--- src/rtl/regf_pkg.sv ---
// Shared register-file writeback definitions: datapath widths and the queued entry layout.
package regf_pkg;

    localparam int unsigned XLEN   = 32;
    localparam int unsigned REG_AW = 5;

    typedef struct packed {
        logic [REG_AW-1:0] rd;
        logic [XLEN-1:0]   data;
    } wb_entry_t;

endpackage

--- src/rtl/regf_wbq_fwd.sv ---
// One forwarding read port: parallel rd match over age-ordered entries, youngest match wins.
module regf_wbq_fwd
    import regf_pkg::*;
#(
    parameter int unsigned DEPTH = 4
) (
    input  wb_entry_t          i_entries [DEPTH],
    input  logic [DEPTH-1:0]   i_valid,
    input  logic [REG_AW-1:0]  i_rs,
    output logic               o_hit_c,
    output logic [XLEN-1:0]    o_data_c
);

    // Index 0 is the oldest entry, so the last match in scan order is the youngest.
    always_comb begin
        o_hit_c  = 1'b0;
        o_data_c = '0;
        for (int i = 0; i < int'(DEPTH); i++) begin
            if (i_valid[i] && (i_rs != '0) && (i_entries[i].rd == i_rs)) begin
                o_hit_c  = 1'b1;
                o_data_c = i_entries[i].data;
            end
        end
    end

endmodule

--- src/rtl/regf_wb_queue.sv ---
// Writeback FIFO merging load and ALU results into one register-file write port.
// Define REGF_WBQ_FWD_EN to enable forwarding from pending entries to the two read ports.
module regf_wb_queue
    import regf_pkg::*;
#(
    parameter int unsigned DEPTH = 4
) (
    input  logic              clk,
    input  logic              rst,
    input  logic              mem_valid,
    output logic              mem_ready,
    input  logic [REG_AW-1:0] mem_rd,
    input  logic [XLEN-1:0]   mem_data,
    input  logic              alu_valid,
    output logic              alu_ready,
    input  logic [REG_AW-1:0] alu_rd,
    input  logic [XLEN-1:0]   alu_data,
    input  logic              hold,
    output logic              wr,
    output logic [REG_AW-1:0] Ad_rd,
    output logic [XLEN-1:0]   rd_data_in,
    input  logic [REG_AW-1:0] Ad_rs1,
    input  logic [REG_AW-1:0] Ad_rs2,
    output logic              fwd1_hit,
    output logic              fwd2_hit,
    output logic [XLEN-1:0]   fwd1_data,
    output logic [XLEN-1:0]   fwd2_data
);

    localparam int unsigned PW = (DEPTH > 1) ? $clog2(DEPTH) : 1;
    localparam int unsigned CW = PW + 1;

    wb_entry_t        r_mem [DEPTH];
    logic [PW-1:0]    r_wptr;
    logic [PW-1:0]    r_rptr;
    logic [CW-1:0]    r_count;

    logic             w_mem_enq;
    logic             w_alu_enq;
    logic             w_deq;
    logic [CW-1:0]    w_n_enq;
    wb_entry_t        w_head;

    // Readiness uses the registered count only; ALU yields a slot to a pending load.
    assign mem_ready = !rst && (r_count < CW'(DEPTH));
    assign alu_ready = !rst && (mem_valid ? (r_count < CW'(DEPTH - 1)) : (r_count < CW'(DEPTH)));

    // x0 results complete the handshake but never occupy a slot.
    assign w_mem_enq = mem_valid && mem_ready && (mem_rd != '0);
    assign w_alu_enq = alu_valid && alu_ready && (alu_rd != '0);
    assign w_n_enq   = CW'(w_mem_enq) + CW'(w_alu_enq);
    assign w_deq     = (r_count != '0) && !hold;

    assign w_head     = (r_count != '0) ? r_mem[r_rptr] : '0;
    assign wr         = (r_count != '0);
    assign Ad_rd      = w_head.rd;
    assign rd_data_in = w_head.data;

    always_ff @(posedge clk) begin
        if (rst) begin
            r_wptr  <= '0;
            r_rptr  <= '0;
            r_count <= '0;
        end else begin
            r_wptr  <= r_wptr + PW'(w_n_enq);
            r_rptr  <= r_rptr + PW'(w_deq);
            r_count <= r_count + w_n_enq - CW'(w_deq);
        end
    end

    // Storage carries no reset; the load is older, so it takes the first free slot.
    always_ff @(posedge clk) begin
        if (w_mem_enq) begin
            r_mem[r_wptr] <= '{rd: mem_rd, data: mem_data};
        end
        if (w_alu_enq) begin
            r_mem[r_wptr + PW'(w_mem_enq)] <= '{rd: alu_rd, data: alu_data};
        end
    end

`ifdef REGF_WBQ_FWD_EN
    wb_entry_t        w_age_entries [DEPTH];
    logic [DEPTH-1:0] w_age_valid;

    // Rotate storage into oldest-first order for the youngest-match search.
    always_comb begin
        for (int i = 0; i < int'(DEPTH); i++) begin
            w_age_entries[i] = r_mem[r_rptr + PW'(i)];
            w_age_valid[i]   = (CW'(i) < r_count);
        end
    end

    regf_wbq_fwd #(.DEPTH(DEPTH)) u_fwd1 (
        .i_entries (w_age_entries),
        .i_valid   (w_age_valid),
        .i_rs      (Ad_rs1),
        .o_hit_c   (fwd1_hit),
        .o_data_c  (fwd1_data)
    );

    regf_wbq_fwd #(.DEPTH(DEPTH)) u_fwd2 (
        .i_entries (w_age_entries),
        .i_valid   (w_age_valid),
        .i_rs      (Ad_rs2),
        .o_hit_c   (fwd2_hit),
        .o_data_c  (fwd2_data)
    );
`else
    logic w_unused_rs;
    assign w_unused_rs = ^{Ad_rs1, Ad_rs2};

    assign fwd1_hit  = 1'b0;
    assign fwd2_hit  = 1'b0;
    assign fwd1_data = '0;
    assign fwd2_data = '0;
`endif

endmodule

--- config.mk ---
export PLATFORM = sky130hd
export DESIGN_NAME = regf_wb_queue
export DESIGN_NICKNAME = d
export VERILOG_FILES = /design/src/rtl/regf_pkg.sv /design/src/rtl/regf_wbq_fwd.sv /design/src/rtl/regf_wb_queue.sv
export SDC_FILE = /design/constraint.sdc
export NUM_CORES = 1
export LEC_CHECK = 0
export CAP_MARGIN = 20
export CELL_PAD_IN_SITES_DETAIL_PLACEMENT = 1
export CELL_PAD_IN_SITES_GLOBAL_PLACEMENT = 1
export CORE_AREA = 2 2 190 192
export CTS_CLUSTER_DIAMETER = 40
export CTS_CLUSTER_SIZE = 20
export DETAILED_ROUTE_END_ITERATION = 12
export DIE_AREA = 0 0 192 194
export PLACE_DENSITY = 0.52
export SKIP_CTS_REPAIR_TIMING = 1
export SYNTH_ARGS = -nofsm -noshare
export SYNTH_HDL_FRONTEND = slang
export SYNTH_HIERARCHICAL = 1
export SYNTH_SLANG_ARGS = --single-unit
--- constraint.sdc ---
create_clock -name clk -period 6.5 [get_ports clk]
set_input_delay 0.65 -clock clk [delete_from_list [all_inputs] [get_ports clk]]
set_output_delay 0.65 -clock clk [all_outputs]
set_load 0.05 [all_outputs]
==> run summary <==
The number of placed I/O pins is around 200. The via count came out at between 4,000 and 5,000. The post-route fraction of the period consumed by the critical path came out at between 60% and 70%. The clock edge transition at the registers on the reported setup and hold paths came out at 0.06 ns. Traced cell by cell, the critical path runs through clkdlybuf4s50_1, or3_1, o311a_1, ha_1, xnor2_1, nor3b_4, a31o_2, buf_4.

The clock period could shrink to between 4 and 5 ns. In the routed layout, each cell is associated on average with a via count of between 4 and 5. The count of antenna-violating nets left after detailed routing came out at 0.

The final number of max-transition violations came out at 0. In the final layout, the share of cells above drive strength 1 is a little under two fifths. After synthesis, the most frequently instantiated cells are sky130_fd_sc_hd__edfxtp_1, sky130_fd_sc_hd__mux2_4, sky130_fd_sc_hd__mux2_2, sky130_fd_sc_hd__buf_4, sky130_fd_sc_hd__nor2b_1. The effective utilization at floorplan came out at between 20 and 25%. Summed over all cells, the static leakage comes to roughly 3.7 nW. In the synthesized netlist the dominant register cell turns out to be sky130_fd_sc_hd__edfxtp_1. CTS placed an instance of sky130_fd_sc_hd__clkbuf_16 at the clock tree root. The critical path capture point is r_mem[0][14]$_DFFE_PP_. The count of endpoints failing hold in the final timing report came to 0. The startpoint of the most critical register-to-register path is r_count[2]$_SDFF_PP0_.

The number of buffers on the longest clock path is 2. The area growth from synthesis to layout came out at 23.22%. The floorplan has 69 rows. The count of distinct cell types in the synthesized netlist is 29.

The net count of the finished layout is 736. The slowest stage of the critical path is the sky130_fd_sc_hd__a31o_2 cell. Max-cap violations in this run came to 0. The worst setup path is of the in2reg kind. The highest cell delay on the worst timing path came out at slightly below 0.6 ns. The first detailed-routing pass ran for 4 iterations.

The design draws 4.313 mW. Routability-driven placement finished with a final weighted congestion of ~0.65. The DRC violation total after the first TritonRoute iteration is around 230. For the worst setup path, the data required time is about 6.6 ns.

The die outline area is 0.03725 mm². The critical path data arrival time is between 4 and 5 ns. From bottom edge to top edge, the die measures 194 µm. CTS built an H-tree with a depth of 4.

In this run the biggest area consumer among cell types represents between 50% and 60% of the synthesized area. After synthesis the cells add up to between 0.008 and 0.009 mm². The slew of the pin with the lowest slew margin came out at slightly above 0.9 ns. The sequential-to-total area share from yosys stat is between 50% and 60%. After detailed routing, the total wire length is approximately 22,000 µm. The worst-skew pair later-pin latency came out at approximately 0.44 ns. The worst clock skew is 0.01286 ns.

Synthesis inferred around 160 register bits. The clock drives ~160 sinks. The first global-routing pass estimated about 33,000 µm of wire. The count of buffers inserted at the top-level ports is between 100 and 150. The number of antenna violations at the first check in global routing came out at 0. The worst setup path is launched from an input port. Counting cells, the worst reg-to-reg path comes to 7. The number of diodes came out at 0. The synthesized instance count is 520.

The worst setup path is captured at a register. The total placed instance area is about 0.010 mm². Along the worst path, the maximum fanout reaches 20.

The average cell area after synthesis is ~17 µm². Measured along the x axis, the die boundary spans 192 µm. The count of endpoints failing setup in the final report came out at 0. The total overflow left after global routing is 0. The sum of net half-perimeters after detailed placement came out at ~14,000 µm. The TritonCTS clock tree is built. Power spread over the standard cell area amounts to about 400 mW/mm². The via count of the first global-routing pass was 5,316.

The top cell type by total area after synthesis is sky130_fd_sc_hd__edfxtp_1. After detailed routing, the number of remaining DRC violations is 0. The critical path launch point is mem_rd[3].

The worst register-to-register path has a setup slack of around 3.2 ns. The number of buffers created by CTS came out at 17. Across the VDD grid, the largest voltage drop is 0.0001958 V. Setup repair after global routing left no endpoint under its margin.

The number of enable flip-flop cells after synthesis is ~150. For this run, the number of Yosys warnings is 6. Static timing analysis puts the maximum clock frequency at about 250 MHz. The pin count of the biggest net entering global routing came out at 39. The kind of path behind the tightest hold check is reg2reg. The final routed wire length divided by cell count is 20.15 µm. Counting flops with an async set or reset pin after synthesis yields a share of 0%.

Summed over all failing endpoints, the final setup total negative slack is 0 ns. The floorplan core area is 0.03522 mm². The final non-filler cell area came out at between 0.01 and 0.015 mm². By area the synthesized netlist is led by sky130_fd_sc_hd__edfxtp_1, sky130_fd_sc_hd__mux2_4, sky130_fd_sc_hd__mux4_2, sky130_fd_sc_hd__mux2_2, sky130_fd_sc_hd__buf_4. The total global routing track utilization came out at 12.28%. The worst slew margin relative to its limit is around two fifths. The worst register-to-register path ends at r_mem[0][14]$_DFFE_PP_. The run finished with clean final reports. The most common cell in the synthesized netlist is sky130_fd_sc_hd__edfxtp_1.
kinds of logic after synthesis:
family	after synthesis	synth area share (%)
buffers and inverters	103	8.451
muxes	185	32.05
AOI/OAI and AO/OA	6	0.8206
DFF	155	52.75
adders and majority gates	8	1.238
other	1	0.04315
xor gates and xnor gates	6	0.6047
and+or+nand+nor	56	4.045
worst max-delay path, delay by kind of cell:
kind	cells	cell delay [ns]
simple gates	2	0.72
buf+inv	2	1.00
fa+ha+maj	1	0.23
compound gates	2	0.98
xor+xnor	1	0.49
per-layer routing:
metal / vias to the layer above / global-route usage [%] / part of all wire [%]
met5: - / 0 / 0
met4: 0 / 3.336 / 0.96
met3: 12 / 2.606 / 3.9
met2: 113 / 22.25 / 53
met1: 2441 / 14.54 / 42
li1: 2090 / - / -
worst min path at each step:
stage / slack, ns / endpoint / startpoint / cells past startpoint
after floorplan: 0.51 / r_count[2]$_SDFF_PP0_ / r_count[2]$_SDFF_PP0_ / 2
after global placement: 0.55 / r_count[2]$_SDFF_PP0_ / r_count[2]$_SDFF_PP0_ / 2
after detailed placement: 0.58 / r_count[2]$_SDFF_PP0_ / r_count[2]$_SDFF_PP0_ / 2
after CTS: 0.59 / r_count[2]$_SDFF_PP0_ / r_count[2]$_SDFF_PP0_ / 2
after global routing: 0.63 / r_count[2]$_SDFF_PP0_ / r_count[2]$_SDFF_PP0_ / 2
final: 0.58 / r_count[2]$_SDFF_PP0_ / r_count[2]$_SDFF_PP0_ / 2
layout make-up:
class	count	area, µm²
sequential	155	4589
clock inverter	15	175.2
clock buffer	17	425.4
timing repair buffer	129	1264
fill	3696	24510
inverter	9	33.78
tap	461	576.8
multi-input combinational	327	3645
cell usage in the layout, fill, tap and decap left out:
| cell type | netlist | routed |
|---|---|---|
| sky130_fd_sc_hd__clkinv_1 | 0 | 1 |
| sky130_fd_sc_hd__buf_4 | 66 | 11 |
| sky130_fd_sc_hd__nor3b_4 | 0 | 2 |
| sky130_fd_sc_hd__nor3_2 | 1 | 1 |
| sky130_fd_sc_hd__inv_1 | 9 | 9 |
| sky130_fd_sc_hd__nand2_1 | 1 | 1 |
| sky130_fd_sc_hd__o311a_1 | 1 | 1 |
| sky130_fd_sc_hd__or4_4 | 1 | 1 |
| sky130_fd_sc_hd__o2111ai_4 | 1 | 1 |
| sky130_fd_sc_hd__nor2_4 | 0 | 1 |
| sky130_fd_sc_hd__edfxtp_1 | 148 | 148 |
| sky130_fd_sc_hd__dfxtp_1 | 7 | 5 |
| sky130_fd_sc_hd__bufinv_16 | 0 | 2 |
| sky130_fd_sc_hd__nor2b_1 | 40 | 40 |
| sky130_fd_sc_hd__xnor2_1 | 6 | 6 |
| sky130_fd_sc_hd__or3_1 | 1 | 1 |
| sky130_fd_sc_hd__clkinv_4 | 0 | 2 |
| sky130_fd_sc_hd__a31o_2 | 4 | 4 |
| sky130_fd_sc_hd__fa_1 | 1 | 1 |
| sky130_fd_sc_hd__dfxtp_4 | 0 | 1 |
| sky130_fd_sc_hd__and2_1 | 1 | 1 |
| sky130_fd_sc_hd__clkinvlp_4 | 0 | 1 |
| sky130_fd_sc_hd__ha_1 | 7 | 7 |
| sky130_fd_sc_hd__mux2_2 | 72 | 72 |
| sky130_fd_sc_hd__nor2_1 | 6 | 6 |
| sky130_fd_sc_hd__dfxtp_2 | 0 | 1 |
| sky130_fd_sc_hd__clkbuf_16 | 0 | 17 |
| sky130_fd_sc_hd__mux2_4 | 76 | 76 |
| sky130_fd_sc_hd__nand3_1 | 1 | 1 |
| sky130_fd_sc_hd__mux4_2 | 37 | 37 |
| sky130_fd_sc_hd__clkdlybuf4s50_1 | 0 | 118 |
| sky130_fd_sc_hd__conb_1 | 1 | 66 |
| sky130_fd_sc_hd__nor3_4 | 0 | 1 |
| sky130_fd_sc_hd__inv_6 | 0 | 6 |
| sky130_fd_sc_hd__inv_8 | 0 | 3 |
report_power, final:
| group | switching [mW] | leakage, nW | internal (mW) |
|---|---|---|---|
| logic | 1.18 | 1.96 | 0.738 |
| registers | 0.112 | 1.41 | 1.25 |
| clock network | 0.451 | 0.293 | 0.581 |
| total | 1.74 | 3.66 | 2.57 |
flip-flops by register name (all words and copies together), names as in the netlist:
name and count:
r_rptr 2, r_count 3, r_wptr 2, r_mem 148
per-stage QoR:
step	utilization [%]	instances	setup slack, ns	hold slack [ns]
CTS	30.40	1113	2.445	0.5875
floorplan	-	585	2.731	0.5069
finish	30.40	1113	2.471	0.5799
global route	30.40	1113	2.299	0.6254
detailed placement	28.70	1081	1.971	0.5821
global placement	28.70	1081	2.075	0.5533
(Power assumes the default switching activity.)
